--- src/rtl/cfg_pkg.sv ---
// Shared configuration constants and types for the Si5340 bring-up path.
// Holds the I2C address, page-select offset, and the register-writer step and state types.
package cfg_pkg;

    localparam logic [6:0] SLAVE_ADDR = 7'h74;
    localparam logic [7:0] PAGE_REG   = 8'h01;
    localparam int         STEP_DEPTH = 7;

    typedef enum logic {
        WRITE = 1'b0,
        READ  = 1'b1
    } r_w_e;

    typedef struct packed {
        logic [7:0] data;
        r_w_e       rw;
        logic       start;
        logic       stop;
        logic       ack_in;
    } step_t;

    typedef enum logic [2:0] {
        ST_IDLE,
        ST_PLAN,
        ST_CMD,
        ST_GAP,
        ST_ABORT,
        ST_DONE
    } writer_state_e;

    function automatic step_t mk_step(input logic [7:0] data, input r_w_e rw,
                                      input logic start, input logic stop,
                                      input logic ack_in);
        step_t s;
        s.data   = data;
        s.rw     = rw;
        s.start  = start;
        s.stop   = stop;
        s.ack_in = ack_in;
        return s;
    endfunction

endpackage

--- src/rtl/si5340_reg_writer.sv ---
// Expands one 16-bit paged register access into i2c_master_byte commands,
// skipping the page-select write when the cached page already matches.
module si5340_reg_writer
    import cfg_pkg::*;
#(
    parameter logic [6:0] SLAVE_ADDR = cfg_pkg::SLAVE_ADDR,
    parameter logic [7:0] PAGE_REG   = cfg_pkg::PAGE_REG,
    parameter int         DATA_WIDTH = 8
) (
    input  logic                  clk_i,
    input  logic                  arstn_i,
    input  logic                  s_valid_i,
    output logic                  s_ready_o,
    input  logic [15:0]           s_addr_i,
    input  logic [DATA_WIDTH-1:0] s_data_i,
    input  logic                  s_rw_i,
    input  logic                  page_flush_i,
    output logic                  done_o,
    output logic                  err_o,
    output logic [DATA_WIDTH-1:0] rd_data_o,
    output logic                  start_o,
    output logic                  stop_o,
    output logic                  read_o,
    output logic                  write_o,
    output logic                  ack_in_o,
    output logic [DATA_WIDTH-1:0] din_o,
    input  logic [DATA_WIDTH-1:0] dout_i,
    input  logic                  cmd_ack_i,
    input  logic                  ack_out_i
);

    localparam logic [7:0] SLA_W = {SLAVE_ADDR, 1'b0};
    localparam logic [7:0] SLA_R = {SLAVE_ADDR, 1'b1};

    writer_state_e         state_q, state_d;
    step_t                 steps_q [STEP_DEPTH];
    step_t                 steps_d [STEP_DEPTH];
    step_t                 plan_steps [STEP_DEPTH];
    logic [2:0]            idx_q, idx_d, last_q, last_d, plan_last, plan_base;
    logic                  page_phase_q, page_phase_d, plan_page;
    logic [15:0]           addr_q, addr_d;
    logic [DATA_WIDTH-1:0] data_q, data_d;
    r_w_e                  rw_q, rw_d;
    logic [7:0]            page_q, page_d;
    logic                  page_valid_q, page_valid_d;
    logic                  err_q, err_d;
    logic                  start_q, start_d, stop_q, stop_d, read_q, read_d;
    logic                  write_q, write_d, ack_in_q, ack_in_d;
    logic [DATA_WIDTH-1:0] din_q, din_d, rd_data_q, rd_data_d;
    logic                  done_q, done_d, err_o_q, err_o_d;
    step_t                 cur_step, nxt_step;

    // Step list for the latched access; consumed only in PLAN.
    always_comb begin
        for (int i = 0; i < STEP_DEPTH; i++) begin
            plan_steps[i] = '0;
        end
        plan_page = !page_valid_q || (page_q != addr_q[15:8]);
        plan_base = plan_page ? 3'd3 : 3'd0;
        if (plan_page) begin
            plan_steps[0] = mk_step(SLA_W, WRITE, 1'b1, 1'b0, 1'b0);
            plan_steps[1] = mk_step(PAGE_REG, WRITE, 1'b0, 1'b0, 1'b0);
            plan_steps[2] = mk_step(addr_q[15:8], WRITE, 1'b0, 1'b1, 1'b0);
        end
        plan_steps[plan_base]        = mk_step(SLA_W, WRITE, 1'b1, 1'b0, 1'b0);
        plan_steps[plan_base + 3'd1] = mk_step(addr_q[7:0], WRITE, 1'b0, 1'b0, 1'b0);
        if (rw_q == READ) begin
            plan_steps[plan_base + 3'd2] = mk_step(SLA_R, WRITE, 1'b1, 1'b0, 1'b0);
            plan_steps[plan_base + 3'd3] = mk_step(8'h00, READ, 1'b0, 1'b1, 1'b1);
            plan_last = plan_base + 3'd3;
        end else begin
            plan_steps[plan_base + 3'd2] = mk_step(data_q, WRITE, 1'b0, 1'b1, 1'b0);
            plan_last = plan_base + 3'd2;
        end
    end

    assign cur_step = steps_q[idx_q];
    assign nxt_step = steps_q[idx_q + 3'd1];

    always_comb begin
        state_d      = state_q;
        steps_d      = steps_q;
        idx_d        = idx_q;
        last_d       = last_q;
        page_phase_d = page_phase_q;
        addr_d       = addr_q;
        data_d       = data_q;
        rw_d         = rw_q;
        page_d       = page_q;
        page_valid_d = page_valid_q;
        err_d        = err_q;
        start_d      = start_q;
        stop_d       = stop_q;
        read_d       = read_q;
        write_d      = write_q;
        ack_in_d     = ack_in_q;
        din_d        = din_q;
        rd_data_d    = rd_data_q;
        done_d       = 1'b0;
        err_o_d      = 1'b0;

        case (state_q)
            ST_IDLE: begin
                if (s_valid_i) begin
                    addr_d  = s_addr_i;
                    data_d  = s_data_i;
                    rw_d    = s_rw_i ? READ : WRITE;
                    err_d   = 1'b0;
                    state_d = ST_PLAN;
                end
            end
            ST_PLAN: begin
                steps_d      = plan_steps;
                last_d       = plan_last;
                idx_d        = 3'd0;
                page_phase_d = plan_page;
                start_d      = plan_steps[0].start;
                stop_d       = plan_steps[0].stop;
                read_d       = (plan_steps[0].rw == READ);
                write_d      = (plan_steps[0].rw == WRITE);
                ack_in_d     = plan_steps[0].ack_in;
                din_d        = plan_steps[0].data;
                state_d      = ST_CMD;
            end
            ST_CMD: begin
                if (cmd_ack_i) begin
                    // Drop everything for at least one cycle so the controller cannot retrigger.
                    start_d  = 1'b0;
                    stop_d   = 1'b0;
                    read_d   = 1'b0;
                    write_d  = 1'b0;
                    ack_in_d = 1'b0;
                    din_d    = '0;
                    if (cur_step.rw == READ) begin
                        rd_data_d = dout_i;
                    end
                    if ((cur_step.rw == WRITE) && ack_out_i) begin
                        err_d        = 1'b1;
                        page_valid_d = 1'b0;
                        state_d      = ST_ABORT;
                    end else begin
                        if (page_phase_q && (idx_q == 3'd2)) begin
                            page_d       = addr_q[15:8];
                            page_valid_d = 1'b1;
                        end
                        if (idx_q == last_q) begin
                            done_d  = 1'b1;
                            err_o_d = err_q;
                            state_d = ST_DONE;
                        end else begin
                            state_d = ST_GAP;
                        end
                    end
                end
            end
            ST_GAP: begin
                idx_d    = idx_q + 3'd1;
                start_d  = nxt_step.start;
                stop_d   = nxt_step.stop;
                read_d   = (nxt_step.rw == READ);
                write_d  = (nxt_step.rw == WRITE);
                ack_in_d = nxt_step.ack_in;
                din_d    = nxt_step.data;
                state_d  = ST_CMD;
            end
            ST_ABORT: begin
                // First ABORT cycle stays quiet, then a lone stop releases the bus.
                if (!stop_q) begin
                    stop_d = 1'b1;
                end else if (cmd_ack_i) begin
                    stop_d  = 1'b0;
                    done_d  = 1'b1;
                    err_o_d = 1'b1;
                    state_d = ST_DONE;
                end
            end
            ST_DONE: begin
                state_d = ST_IDLE;
            end
            default: state_d = ST_IDLE;
        endcase

        if (page_flush_i) begin
            page_valid_d = 1'b0;
        end
    end

    always_ff @(posedge clk_i or negedge arstn_i) begin
        if (!arstn_i) begin
            state_q      <= ST_IDLE;
            for (int i = 0; i < STEP_DEPTH; i++) begin
                steps_q[i] <= '0;
            end
            idx_q        <= '0;
            last_q       <= '0;
            page_phase_q <= 1'b0;
            addr_q       <= '0;
            data_q       <= '0;
            rw_q         <= WRITE;
            page_q       <= '0;
            page_valid_q <= 1'b0;
            err_q        <= 1'b0;
            start_q      <= 1'b0;
            stop_q       <= 1'b0;
            read_q       <= 1'b0;
            write_q      <= 1'b0;
            ack_in_q     <= 1'b0;
            din_q        <= '0;
            rd_data_q    <= '0;
            done_q       <= 1'b0;
            err_o_q      <= 1'b0;
        end else begin
            state_q      <= state_d;
            steps_q      <= steps_d;
            idx_q        <= idx_d;
            last_q       <= last_d;
            page_phase_q <= page_phase_d;
            addr_q       <= addr_d;
            data_q       <= data_d;
            rw_q         <= rw_d;
            page_q       <= page_d;
            page_valid_q <= page_valid_d;
            err_q        <= err_d;
            start_q      <= start_d;
            stop_q       <= stop_d;
            read_q       <= read_d;
            write_q      <= write_d;
            ack_in_q     <= ack_in_d;
            din_q        <= din_d;
            rd_data_q    <= rd_data_d;
            done_q       <= done_d;
            err_o_q      <= err_o_d;
        end
    end

    // Ready is held low while reset is asserted and rises as soon as it releases.
    assign s_ready_o = arstn_i && (state_q == ST_IDLE);
    assign done_o    = done_q;
    assign err_o     = err_o_q;
    assign rd_data_o = rd_data_q;
    assign start_o   = start_q;
    assign stop_o    = stop_q;
    assign read_o    = read_q;
    assign write_o   = write_q;
    assign ack_in_o  = ack_in_q;
    assign din_o     = din_q;

endmodule

--- config.mk ---
export PLATFORM = sky130hd
export DESIGN_NAME = si5340_reg_writer
export DESIGN_NICKNAME = d
export VERILOG_FILES = /design/src/rtl/cfg_pkg.sv /design/src/rtl/si5340_reg_writer.sv
export SDC_FILE = /design/constraint.sdc
export NUM_CORES = 1
export LEC_CHECK = 0
export BUFFER_PORTS_ARGS = -buffer_cell sky130_fd_sc_hd__buf_2
export CELL_PAD_IN_SITES_DETAIL_PLACEMENT = 1
export CELL_PAD_IN_SITES_GLOBAL_PLACEMENT = 2
export CORE_MARGIN = 2
export CORE_UTILIZATION = 30
export CTS_BUF_LIST = sky130_fd_sc_hd__clkbuf_8
export CTS_CLUSTER_DIAMETER = 80
export DETAILED_ROUTE_END_ITERATION = 10
export GPL_ROUTABILITY_DRIVEN = 0
export PLACE_DENSITY = 0.65
export SKIP_CTS_REPAIR_TIMING = 1
export SYNTH_ARGS = -nofsm -noshare
export SYNTH_HDL_FRONTEND = slang
export SYNTH_SLANG_ARGS = --single-unit
--- constraint.sdc ---
create_clock -name clk_i -period 5.6 [get_ports clk_i]
set_input_delay 0 -clock clk_i [delete_from_list [all_inputs] [get_ports clk_i]]
set_output_delay 0 -clock clk_i [all_outputs]
set_load 0.05 [all_outputs]
* Word-level counts from Yosys, hierarchy flattened
Cells that the tools add are included. W data, S select, Z words.
Word-level totals: bits in registers 152, input port bits 39
Cells by class: $add $sub $neg 4, magnitude comparators 10, eq/ne operators 12, muxes and demuxes 58, bitwise operators 19, reduce and logical (&&, ||, !) cells 26
Operator list (number):
- $bwmux W84 | 2
- $demux W12 S3 | 4
- $mux W84 | 1
- $bmux W12 S3 | 2
- $mux W12 | 6
- $and A63 B63 Y63 | 1
- $not A63 Y63 | 1
- $and A49 B49 Y49 | 1
- $not A49 Y49 | 1
- $and A42 B42 Y42 | 1
- $not A42 Y42 | 1
- $or A42 B42 Y42 | 1
- $mux W36 | 1
- $or A35 B35 Y35 | 1
- $ge A4 B4 Y1 const B | 6
- $pmux W8 S3 | 1
- $mux W3 | 7
- $or A21 B21 Y21 | 1
- $mux W1 | 20
- $not A3 Y4 | 5
- $lt A4 B1 Y1 const B | 4
- $pmux W1 S3 | 4
- $pmux W3 S4 | 1
- $reduce_and A4 Y1 | 3
- 27 further kinds | 53

* Depth between registers and ports, before layout
Gate-level depths: netlist of run 1.
depth in word-level cells 16, mapped depth 9

* Worst setup path before layout of run 1
OpenSTA, ideal clock, no wires.
path type register -> register, start point reg idx_q[0], end point reg din_q[3] (netlist: din_o[3]), arrival time 2.243 ns, required time 5.479 ns, path slack 3.236 ns, cell stages (with the launch flop) 10, path buffers 3, clock period less this slack 2.364 ns, cells stage by stage dfrtp_1 -> buf_2 -> buf_2 -> clkinv_1 -> ha_1 -> buf_2 -> mux4_2 -> nor2_1 -> nor3_1 -> o22a_1
On the way: longest elaborated chain between the ends 6
RTL lines:
- start, declared | line si5340_reg_writer.sv:39 | logic [2:0] idx_q, idx_d, last_q, last_d, plan_last, plan_base;
- start signal, assigned | line si5340_reg_writer.sv:215 | idx_q <= idx_d;
- $add A3 B1 Y3 | line si5340_reg_writer.sv:78 | assign nxt_step = steps_q[idx_q + 3'd1];
- $not A3 Y4 (implied by the code) | line si5340_reg_writer.sv:78
- $bmux W12 S3 | line si5340_reg_writer.sv:78
- $mux W12 (implied by the code) (2 in a row) | line si5340_reg_writer.sv:78
- $pmux W8 S3 | line si5340_reg_writer.sv:102 | case (state_q)
- end signal, assigned | line si5340_reg_writer.sv:229 | din_q <= din_d;
- end, declared | line si5340_reg_writer.sv:49 | logic [DATA_WIDTH-1:0] din_q, din_d, rd_data_q, rd_data_d;
No other way between the ends. The select of a mux whose other input is x is not followed. A chain may end at the register's enable or synchronous reset.

* Worst setup path after layout of run 1
start point reg idx_q[0], end point reg start_q (netlist: start_o)
On the way: longest elaborated chain between the ends 6
RTL lines:
- $add A3 B1 Y3 | line si5340_reg_writer.sv:78
- $not A3 Y4 (implied by the code) | line si5340_reg_writer.sv:78
- $bmux W12 S3 | line si5340_reg_writer.sv:78
- $mux W12 (implied by the code) (2 in a row) | line si5340_reg_writer.sv:78
- $pmux W1 S3 | line si5340_reg_writer.sv:102
- end signal, assigned | line si5340_reg_writer.sv:224 | start_q <= start_d;
- end, declared | line si5340_reg_writer.sv:47 | logic start_q, start_d, stop_q, stop_d, read_q, read_d;
No other way between the ends. The select of a mux whose other input is x is not followed.

==> summary.md, run 1 <==
| Metric | Value |
|---|---|
| First-pass GRT wire length | `20.7 mm` |
| Clk pin slew, worst setup/hold paths | `0.10 ns` |
| Outcome | `complete, no violations` |
| Initial core utilization | `0.305` |
| Number of buffers added on ports | `62` |
| Largest net degree at the start of global routing | `75` |
| Nets | `573` |
| Max FO, Critical Path | `22` |
| Core area | `16,400 sq um` |
| FF-to-FF Start | `idx_q[0]` |
| Netlist cell types | `55` |
| H-tree depth | `3` |
| Sequential area share after synthesis | `0.521` |
| Setup CP Type | `reg -> reg` |
| Clock buffer depth | `2` |
| Hold Crit Class | `in -> reg` |
| Synthesized area | `5000 sq um` |
| Die width | `133 um` |
| Remaining antenna violation count after routing | `0` |
| Pleak | `2.71 nW` |
| Yosys warning total | `0` |
| Crit path arrival time | `2.99 ns` |
| Setup slack on the worst flop-to-flop path | `2.85 ns` |
| CP endpoint kind | `flop` |
| DRC violations left | `0` |
| Synthesis-stage register bit count | `104` |
| Fin util | `0.364` |
| Vias in the first global route | `3,752` |
| Worst-Skew Late Latency | `0.38 ns` |
| Total global routing track utilization | `0.149` |
| Initial DRC Count | `138` |
| Worst-margin pin slew | `1.20 ns` |
| Crit path launch | `idx_q[0]` |
| Slew HR | `0.196` |
| Required time worst endpoint | `5.84 ns` |
| Number of diodes | `0` |
| Congestion Overflow GR | `0` |
| Cell Rows | `47` |
| Most common cell after layout, fill and taps aside | `dfrtp_1` |
| Max-cap violations | `0` |
| Area growth syn-to-layout | `19.5%` |
| Clk root buf | `clkbuf_8` |
| Via count | `3,671` |
| DR WL/cell | `17.1 um` |
| Initial antenna violation count | `0` |
| RSZ-0062 raised after global routing | `no` |
| Post-Syn Nets | `487` |
| Post-Route WL | `12.8 mm` |
| Critical Path End | `start_o` |
| Syn Inst Count | `442` |
| Filler cell count | `1,827` |
| Fmax | `364 MHz` |
| Min cycle time layout | `2.75 ns` |
| Pins Over Slew Limit | `0` |
| Cell Pwr Density | `509 nW/um^2` |
| Post-synth ARST share | `1.00` |
| Most frequent cells in the layout | `dfrtp_1, nand2_1, buf_2, mux2_2, dlygate4sd3_1` |
| I/O pin count | `63` |
| Num CTS Buffers | `9` |
| Vias per std cell | `4.89` |
| Die Y | `133 um` |
| Share of post-route cells with drive strength above 1 | `0.255` |
| Max VDD drop | `0.000175 V` |
| Final Hold Fails | `0` |
| DR pass1 iterations | `4` |
| Final HPWL DP | `8.98 mm` |
| Ys flop type | `dfrtp_1` |
| Average size of a mapped cell | `11.3 sq um` |
| CTS tree | `done` |
| Die area | `17,700 sq um` |
| R2R depth | `7` |
| Final Setup Violations | `0` |
| Critical Path Start Type | `flop` |
| Number of synthesized flops with an enable pin | `0` |
| Final Skew | `0.0108 ns` |
| Clock sinks | `104` |
| Worst R2R End | `start_o` |
| Tcrit/Tclk final | `0.490` |
| Setup TNS | `0 ns` |
per-layer routing:
layer	part of all wire	vias to the layer above	track usage	routed length (um)
met2	0.46	47	0.236	5960
met1	0.50	1866	0.208	6360
met5	0	-	0	0
met3	0.026	11	0.0241	327
li1	-	1747	-	-
met4	0.014	0	0.0520	179
logic make-up (layout without fill, tap and decap cells):
logic type / Yosys count / after routing / share of synthesized area
xor gates and xnor gates: 14 / 14 / 0.0298
AOI/OAI and AO/OA: 97 / 97 / 0.132
DFF: 104 / 104 / 0.521
and+or+nand+nor: 128 / 128 / 0.132
adders and majority gates: 6 / 6 / 0.0150
muxes: 55 / 55 / 0.131
buffers and inverters: 38 / 126 / 0.0396
how the worst min path moves through the flow:
stage | to | depth (start not counted) | from | slack, ns
2_1_floorplan | addr_q[0] | 0 | arstn_i | -0.30
3_3_place_gp | read_o | 1 | arstn_i | -0.02
3_5_place_dp | read_o | 1 | arstn_i | -0.01
4_1_cts | read_o | 1 | arstn_i | -0.44
5_1_grt | state_q[0] | 4 | s_valid_i | 0.06
6_report | state_q[0] | 4 | s_valid_i | 0.05
power by group:
part,internal (mW),switching [mW],total [mW]
sequential,1.03,0.282,1.31
clock,0.150,0.248,0.398
combinational,0.564,0.764,1.33
total,1.74,1.29,3.04
worst max-delay path: stages (launching register included):
cell       delay (ns)
dfrtp_1          0.34
buf_4            0.26
clkinv_1         0.28
ha_1             0.79
clkinv_1         0.44
a31oi_1          0.27
o2bb2ai_1        0.13
a31oi_1          0.10
synth_stat cells, drive strengths merged, types with 4 or more instances:
library cell	number	area [sq um]
dfrtp	104	2600
nand2	63	236
mux2	44	495
o21ai	27	139
buf	18	123
nor2	15	56.3
nand3	14	70.1
a31oi	13	81.3
a21oi	12	71.3
clkbuf	11	41.3
o31ai	10	75.1
xnor2	10	95.1
a22o	8	70.1
and2	8	50.1
inv	7	26.3
mux2i	7	70.1
and4	6	52.6
ha	6	75.1
nand2b	6	37.5
o22ai	6	37.5
mux4	4	90.1
o22a	4	35.0
xor2	4	53.8
flip-flops by register name (all words and copies together), names as in the netlist:
name,flops
state_q,3
page_q,8
rw_q,1
addr_q,16
din_o,8
idx_q,3
write_o,1
done_o,1
start_o,1
data_q,8
last_q,3
err_q,1
err_o,1
read_o,1
steps_q,38
rd_data_o,8
stop_o,1
page_valid_q,1
area by class of cell:
type,instances,area (sq um),area share
multi-input cells,300,2200,0.368
clock buffers,9,124,0.0207
well taps,220,275,0.0461
clock inverters,4,17.5,0.00293
repair buffers,104,721,0.121
inverters,9,33.8,0.00566
flip-flops and latches,104,2600,0.436
through the flow:
step,setup slack (ns),cells,hold slack [ns],total power [mW],cell area (sq um)
floorplan,3.24,442,-0.296,2.31,5000
global placement,2.96,700,-0.0180,2.62,5460
detailed placement,2.86,700,-0.00958,2.66,5460
CTS,2.85,713,-0.439,3.06,5600
global route,2.55,750,0.0648,3.28,5970
finish,2.85,750,0.0456,3.04,5970
No activity file was read; power rests on OpenSTA's default activity.
==> run 2: changes to the inputs <==
==> constraint.sdc (replaced) <==
create_clock -name clk_i -period 2.9 [get_ports clk_i]
set_input_delay 0 -clock clk_i [delete_from_list [all_inputs] [get_ports clk_i]]
set_output_delay 0 -clock clk_i [all_outputs]
set_load 0.05 [all_outputs]
==> run 2 against run 1 <==
Net effect:
- fmax up 13%
- count of clock-buffer cells in the layout up 1
- critical path type unchanged
- setup slack worse by 2.4 ns
- register-to-register slack worse by 2.4 ns
- sequential power up 93%
- cell count up 0.80%
- die area unchanged
- design area up 1.1%
- global-route usage up 0.27 points
- combinational power up 97%
==> summary.md, run 2 (synthesis gave the netlist of run 1 again) <==
| Metric | Value |
|---|---|
| Most flops, register | `steps_q` |
| RSZ-0062 raised after global routing | `no` |
| Pins Over Slew Limit | `0 (unchanged)` |
| Most common cell after layout, fill and taps aside | `dfrtp_1` |
| Setup TNS | `0 ns (unchanged)` |
| Vias per std cell | `4.89 (-0.17%)` |
| Cell Pwr Density | `992 nW/um^2 (+95%)` |
| Largest net degree at the start of global routing | `56 (-25%)` |
| H-tree depth | `3 (unchanged)` |
| Number of buffers added on ports | `62 (unchanged)` |
| I/O pin count | `63 (unchanged)` |
| Setup CP Type | `reg -> reg` |
| Clock buffer depth | `2 (unchanged)` |
| Worst-path cell chain | `clkinv_1, ha_1, clkinv_1, a31oi_1, o2bb2ai_1, a31oi_1` |
| Filler cell count | `1,812 (-0.82%)` |
| Max VDD drop | `0.000426 V (+140%)` |
| Fin util | `0.368 (+0.00404)` |
| Max-cap violations | `0 (unchanged)` |
| Initial antenna violation count | `0 (unchanged)` |
| Die width | `133 um (unchanged)` |
| Hold Crit Class | `in -> reg` |
| Tcrit/Tclk final | `0.834 (+0.344)` |
| Vias in the first global route | `3,774 (+0.59%)` |
| Clk pin slew, worst setup/hold paths | `0.10 ns (about the same)` |
| Crit path arrival time | `2.69 ns (-0.30 ns)` |
| Cell Rows | `47 (unchanged)` |
| CP endpoint kind | `flop` |
| Final Hold Fails | `0 (unchanged)` |
| Slowest stage delay, CP | `0.81 ns (+0.02 ns)` |
| Required time worst endpoint | `3.17 ns (-2.67 ns)` |
| Final WS setup | `0.480 ns (-2.37 ns)` |
| Worst-Skew Late Latency | `0.39 ns (about the same)` |
| Most frequent cells in the layout | `dfrtp_1, nand2_1, buf_2, mux2_2, dlygate4sd3_1` |
| DR pass1 iterations | `4 (unchanged)` |
| Crit path launch | `idx_q[0]` |
| Pleak | `2.74 nW (+0.89%)` |
| Clock sinks | `104 (unchanged)` |
| Core area | `16,400 sq um (unchanged)` |
| Tot Pwr | `5.99 mW (+97%)` |
| Share of post-route cells with drive strength above 1 | `0.267 (+0.0121)` |
| Area growth syn-to-layout | `20.8%` |
| Biggest regs | `steps_q (38), addr_q (16)` |
| Congestion Overflow GR | `0 (unchanged)` |
| FF-to-FF Start | `idx_q[0]` |
| Final HPWL DP | `9.15 mm (+1.9%)` |
| Final Setup Violations | `0 (unchanged)` |
| Min cycle time layout | `2.42 ns (-0.326 ns)` |
| Remaining antenna violation count after routing | `0 (unchanged)` |
| Total global routing track utilization | `0.152 (+0.00268)` |
| Initial core utilization | `0.305 (unchanged)` |
| Critical-path top delay cell | `ha_1` |
| Via count | `3,694 (+0.63%)` |
| First-pass GRT wire length | `20.9 mm (+0.77%)` |
| Max FO, Critical Path | `19 (-14%)` |
| Hold path startpoint | `s_valid_i` |
| Worst-margin pin slew | `0.755 ns (-0.444 ns)` |
| Post-Route WL | `12.8 mm (about the same)` |
| Nets | `576 (+0.52%)` |
| Critical Path Start Type | `flop` |
| Number of diodes | `0 (unchanged)` |
| DR WL/cell | `17.0 um (-0.75%)` |
| Crit-path leading delay family | `adder cells` |
| Die Y | `133 um (unchanged)` |
| Final Skew | `0.0124 ns (+0.00162 ns)` |
| Die area | `17,700 sq um (unchanged)` |
| Slew HR | `0.494 (+0.298)` |
| Max FFs per register | `38 (unchanged)` |
| Worst Path Buf+Inv | `2 (-1)` |
| Outcome | `complete, no violations` |
| DRC violations left | `0 (unchanged)` |
| Num CTS Buffers | `9 (unchanged)` |
| Area of the multi-input gates | `2200 sq um (unchanged)` |
| Pre-CTS WS | `0.507 ns (-2.35 ns)` |
| Initial DRC Count | `177 (+28%)` |
| CTS tree | `done` |
| Clk root buf | `clkbuf_8` |
| Fmax | `413 MHz (+13%)` |
| Sequential cell area | `2600 sq um (unchanged)` |
-- run 2: changes by cell type in the layout (fill, tap and decap cells not counted) --
cell	change
clkbuf_8	+1
buf_4	+2
inv_1	-2
buf_12	+1
clkinvlp_4	+2
clkinv_2	+2
-- run 2: tightest hold or removal path: cells and delay by family --
kind | cells | cell delay (ns)
compound gates | 2 | 0.16
mux | 1 | 0.12
buf+inv | 1 | 0.11
-- run 2: per-layer routing --
layer | up-vias | global-route usage | wire length, um
li1 | 1754 | - | -
met1 | 1873 | 0.219 | 6410
met2 | 53 | 0.231 | 5890
met3 | 14 | 0.0307 | 358
met4 | 0 | 0.0454 | 160
met5 | - | 0 | 0
-- run 2: cell type report --
class | instances | share of cell area
inverters | 9 | 0.00560
clock buffers | 10 | 0.0228
clock inverters | 6 | 0.00580
repair buffers | 107 | 0.125
flip-flops and latches | 104 | 0.431
well taps | 220 | 0.0456
multi-input cells | 300 | 0.364
-- run 2: worst paths after layout --
check | slack, ns | depth (start not counted) | to
worst min-delay path | 0.03 | 4 | state_q[0]
worst max register to register | 0.48 | 6 | start_o
worst min register to register | 0.48 | 2 | write_o
min in group asynchronous | 0.19 | 2 | din_o[2]
max in group asynchronous | 1.97 | 3 | page_q[6]
worst max-delay path | 0.48 | 6 | start_o
-- run 2: stage by stage --
stage,hold WS (ns),cells,area (sq um)
floorplan,-0.296,442,5000
global placement,0.0958,703,5490
detailed placement,0.0959,703,5490
CTS,-0.337,719,5670
global route,0.0538,756,6040
finish,0.0273,756,6040
-- run 2: power by group --
group	total, mW	internal (mW)	switching [mW]
combinational	2.62	1.11	1.51
clock	0.844	0.330	0.514
sequential	2.53	1.99	0.536
total	5.99	3.43	2.56
==> run 3: changes to the inputs <==
--- a/config.mk
+++ b/config.mk
@@ -14,7 +14,7 @@
 export CTS_CLUSTER_DIAMETER = 80
 export DETAILED_ROUTE_END_ITERATION = 10
 export GPL_ROUTABILITY_DRIVEN = 0
-export PLACE_DENSITY = 0.65
+export PLACE_DENSITY = 0.67
 export SKIP_CTS_REPAIR_TIMING = 1
 export SYNTH_ARGS = -nofsm -noshare
 export SYNTH_HDL_FRONTEND = slang
==> constraint.sdc (replaced) <==
create_clock -name clk_i -period 2.2 [get_ports clk_i]
set_input_delay 0 -clock clk_i [delete_from_list [all_inputs] [get_ports clk_i]]
set_output_delay 0 -clock clk_i [all_outputs]
set_load 0.05 [all_outputs]
==> run 3 against run 2 <==
Net effect:
- non-clock buffer count up 12
- critical path depth down 1
- setup slack worse by 0.34 ns
- first-iteration DRC count down 24%
- cell count up 1.6%
- sequential share of layout area down 1.1 points
- hold slack better by 0.031 ns
- fmax up 18%
- design area up 2.5%
==> summary.md, run 3 (synthesis gave the netlist of run 1 again) <==
| Metric | Value |
|---|---|
| Clock network fraction of total power | `0.151 (+0.010)` |
| Seq pwr share | `0.395 (-0.027)` |
| Final Instance Area | `6190 sq um (+2.5%)` |
| Tot Pwr | `8.18 mW (+37%)` |
| Max VDD drop | `0.000433 V (+1.5%)` |
| First-pass GRT wire length | `20.6 mm (-1.4%)` |
| Die area | `17,700 sq um (unchanged)` |
| Die Y | `133 um (unchanged)` |
| Final HPWL DP | `9.00 mm (-1.7%)` |
| Worst-Skew Late Latency | `0.38 ns (about the same)` |
| Critical Path Start Type | `flop` |
| Worst-margin pin slew | `0.630 ns (-0.125 ns)` |
| Crit path arrival time | `2.33 ns (-0.36 ns)` |
| Comb power frac | `0.454 (+0.017)` |
| Placed insts | `715 (+1.7%)` |
| Tcrit/Tclk final | `0.936 (+0.101)` |
| Setup TNS | `0 ns (unchanged)` |
| Number of diodes | `0 (unchanged)` |
| Final Hold Fails | `0 (unchanged)` |
| Max FFs per register | `38 (unchanged)` |
| Hold path endpoint | `state_q[0]` |
| Final WS setup | `0.141 ns (-0.339 ns)` |
| Most common cell after layout, fill and taps aside | `dfrtp_1` |
| Via count | `3,730 (+0.97%)` |
| Die width | `133 um (unchanged)` |
| Cell Rows | `47 (unchanged)` |
| Largest net degree at the start of global routing | `105 (+88%)` |
| Biggest regs | `steps_q (38), addr_q (16)` |
| Clk pin slew, worst setup/hold paths | `0.10 ns (about the same)` |
| Fin cells | `768 (+1.6%)` |
| CP endpoint kind | `flop` |
| H-tree depth | `3 (unchanged)` |
| Final Skew | `0.00893 ns (-0.00348 ns)` |
| Vias per std cell | `4.86 (-0.60%)` |
| Setup CP Type | `reg -> reg` |
| I/O pin count | `63 (unchanged)` |
| Initial core utilization | `0.305 (unchanged)` |
| Most frequent cells in the layout | `dfrtp_1, nand2_1, buf_2, mux2_2, dlygate4sd3_1` |
| Remaining antenna violation count after routing | `0 (unchanged)` |
| Area growth syn-to-layout | `23.8%` |
| Min cycle time layout | `2.06 ns (-0.361 ns)` |
| Internal | `4.83 mW (+41%)` |
| Setup slack on the worst flop-to-flop path | `0.14 ns (-0.34 ns)` |
| Cells on Worst Hold Path | `4 (unchanged)` |
| Outcome | `complete, no violations` |
| Hold_ws | `0.0587 ns (+0.0314 ns)` |
| CTS tree | `done` |
| Required time worst endpoint | `2.47 ns (-0.70 ns)` |
| Max-cap violations | `0 (unchanged)` |
| DR WL/cell | `16.5 um (-2.9%)` |
| Congestion Overflow GR | `0 (unchanged)` |
| RSZ-0062 raised after global routing | `no` |
| Pleak | `2.83 nW (+3.5%)` |
| Nets | `588 (+2.1%)` |
| FF-to-FF Start | `idx_q[0]` |
| Number of buffers added on ports | `62 (unchanged)` |
| Num CTS Buffers | `9 (unchanged)` |
| Worst R2R End | `rd_data_o[1]` |
| Clock buffer depth | `2 (unchanged)` |
| Initial antenna violation count | `0 (unchanged)` |
| Core area | `16,400 sq um (unchanged)` |
| Pins Over Slew Limit | `0 (unchanged)` |
| Cell Pwr Density | `1320 nW/um^2 (+33%)` |
| Fin util | `0.377 (+0.00923)` |
| Clk root buf | `clkbuf_8` |
| Max FO, Critical Path | `20 (+1)` |
| Total global routing track utilization | `0.148 (-0.00429)` |
| Most flops, register | `steps_q` |
| Vias in the first global route | `3,789 (+0.40%)` |
| Post-DP Area | `5620 sq um (+2.2%)` |
| Fmax | `486 MHz (+18%)` |
| DR pass1 iterations | `4 (unchanged)` |
| R2R depth | `5 (-1)` |
| Clock sinks | `104 (unchanged)` |
| DRC violations left | `0 (unchanged)` |
| Sw power | `3.35 mW (+31%)` |
| Hold Crit Class | `in -> reg` |
| Share of post-route cells with drive strength above 1 | `0.285 (+0.0179)` |
| Slew HR | `0.580 (+0.0859)` |
| Hold path startpoint | `s_valid_i` |
| Initial DRC Count | `134 (-24%)` |
| Sw Share | `0.409 (-0.0181)` |
| Pre-CTS WS | `0.144 ns (-0.364 ns)` |
| Final Setup Violations | `0 (unchanged)` |
| Post-Route WL | `12.7 mm (-1.3%)` |
-- run 3: power by group through the flow --
stage               Combinational, mW  Clock [mW]  Sequential, mW
CTS                              3.70        1.29            3.25
finish                           3.71        1.24            3.23
floorplan                        2.50           0            3.40
global placement                 3.60           0            3.26
detailed placement               3.69           0            3.29
global route                     4.11        1.35            3.35
-- run 3: final cells by class --
type	instances	area [sq um]
clock buffers	11	151
clock inverters	5	47.5
fillers	1796	10200
inverters	9	35.0
multi-input cells	300	2210
flip-flops and latches	104	2600
well taps	220	275
repair buffers	119	871
-- run 3: worst max path at each step --
stage | endpoint | slack (ns) | from
5_1_grt | rd_data_o[4] | 0.009 | idx_q[0]
6_report | rd_data_o[1] | 0.14 | idx_q[0]
4_1_cts | din_o[3] | 0.13 | idx_q[0]
3_5_place_dp | din_o[3] | 0.14 | idx_q[0]
2_1_floorplan | din_o[3] | 0.03 | idx_q[0]
3_3_place_gp | din_o[3] | 0.19 | idx_q[0]
-- run 3: critical path, stage by stage, from the launching register on --
cell and delay (ns):
dfrtp_1 0.41, buf_4 0.28, and3b_1 0.22, o21ai_2 0.26
nand2b_1 0.40, mux2_2 0.39
-- run 3: per-layer routing --
layer,part of all wire,vias to the layer above,track usage
met1,0.49,1885,0.206
met5,0,-,0
li1,-,1778,-
met3,0.030,10,0.0241
met4,0.012,0,0.0502
met2,0.46,57,0.233
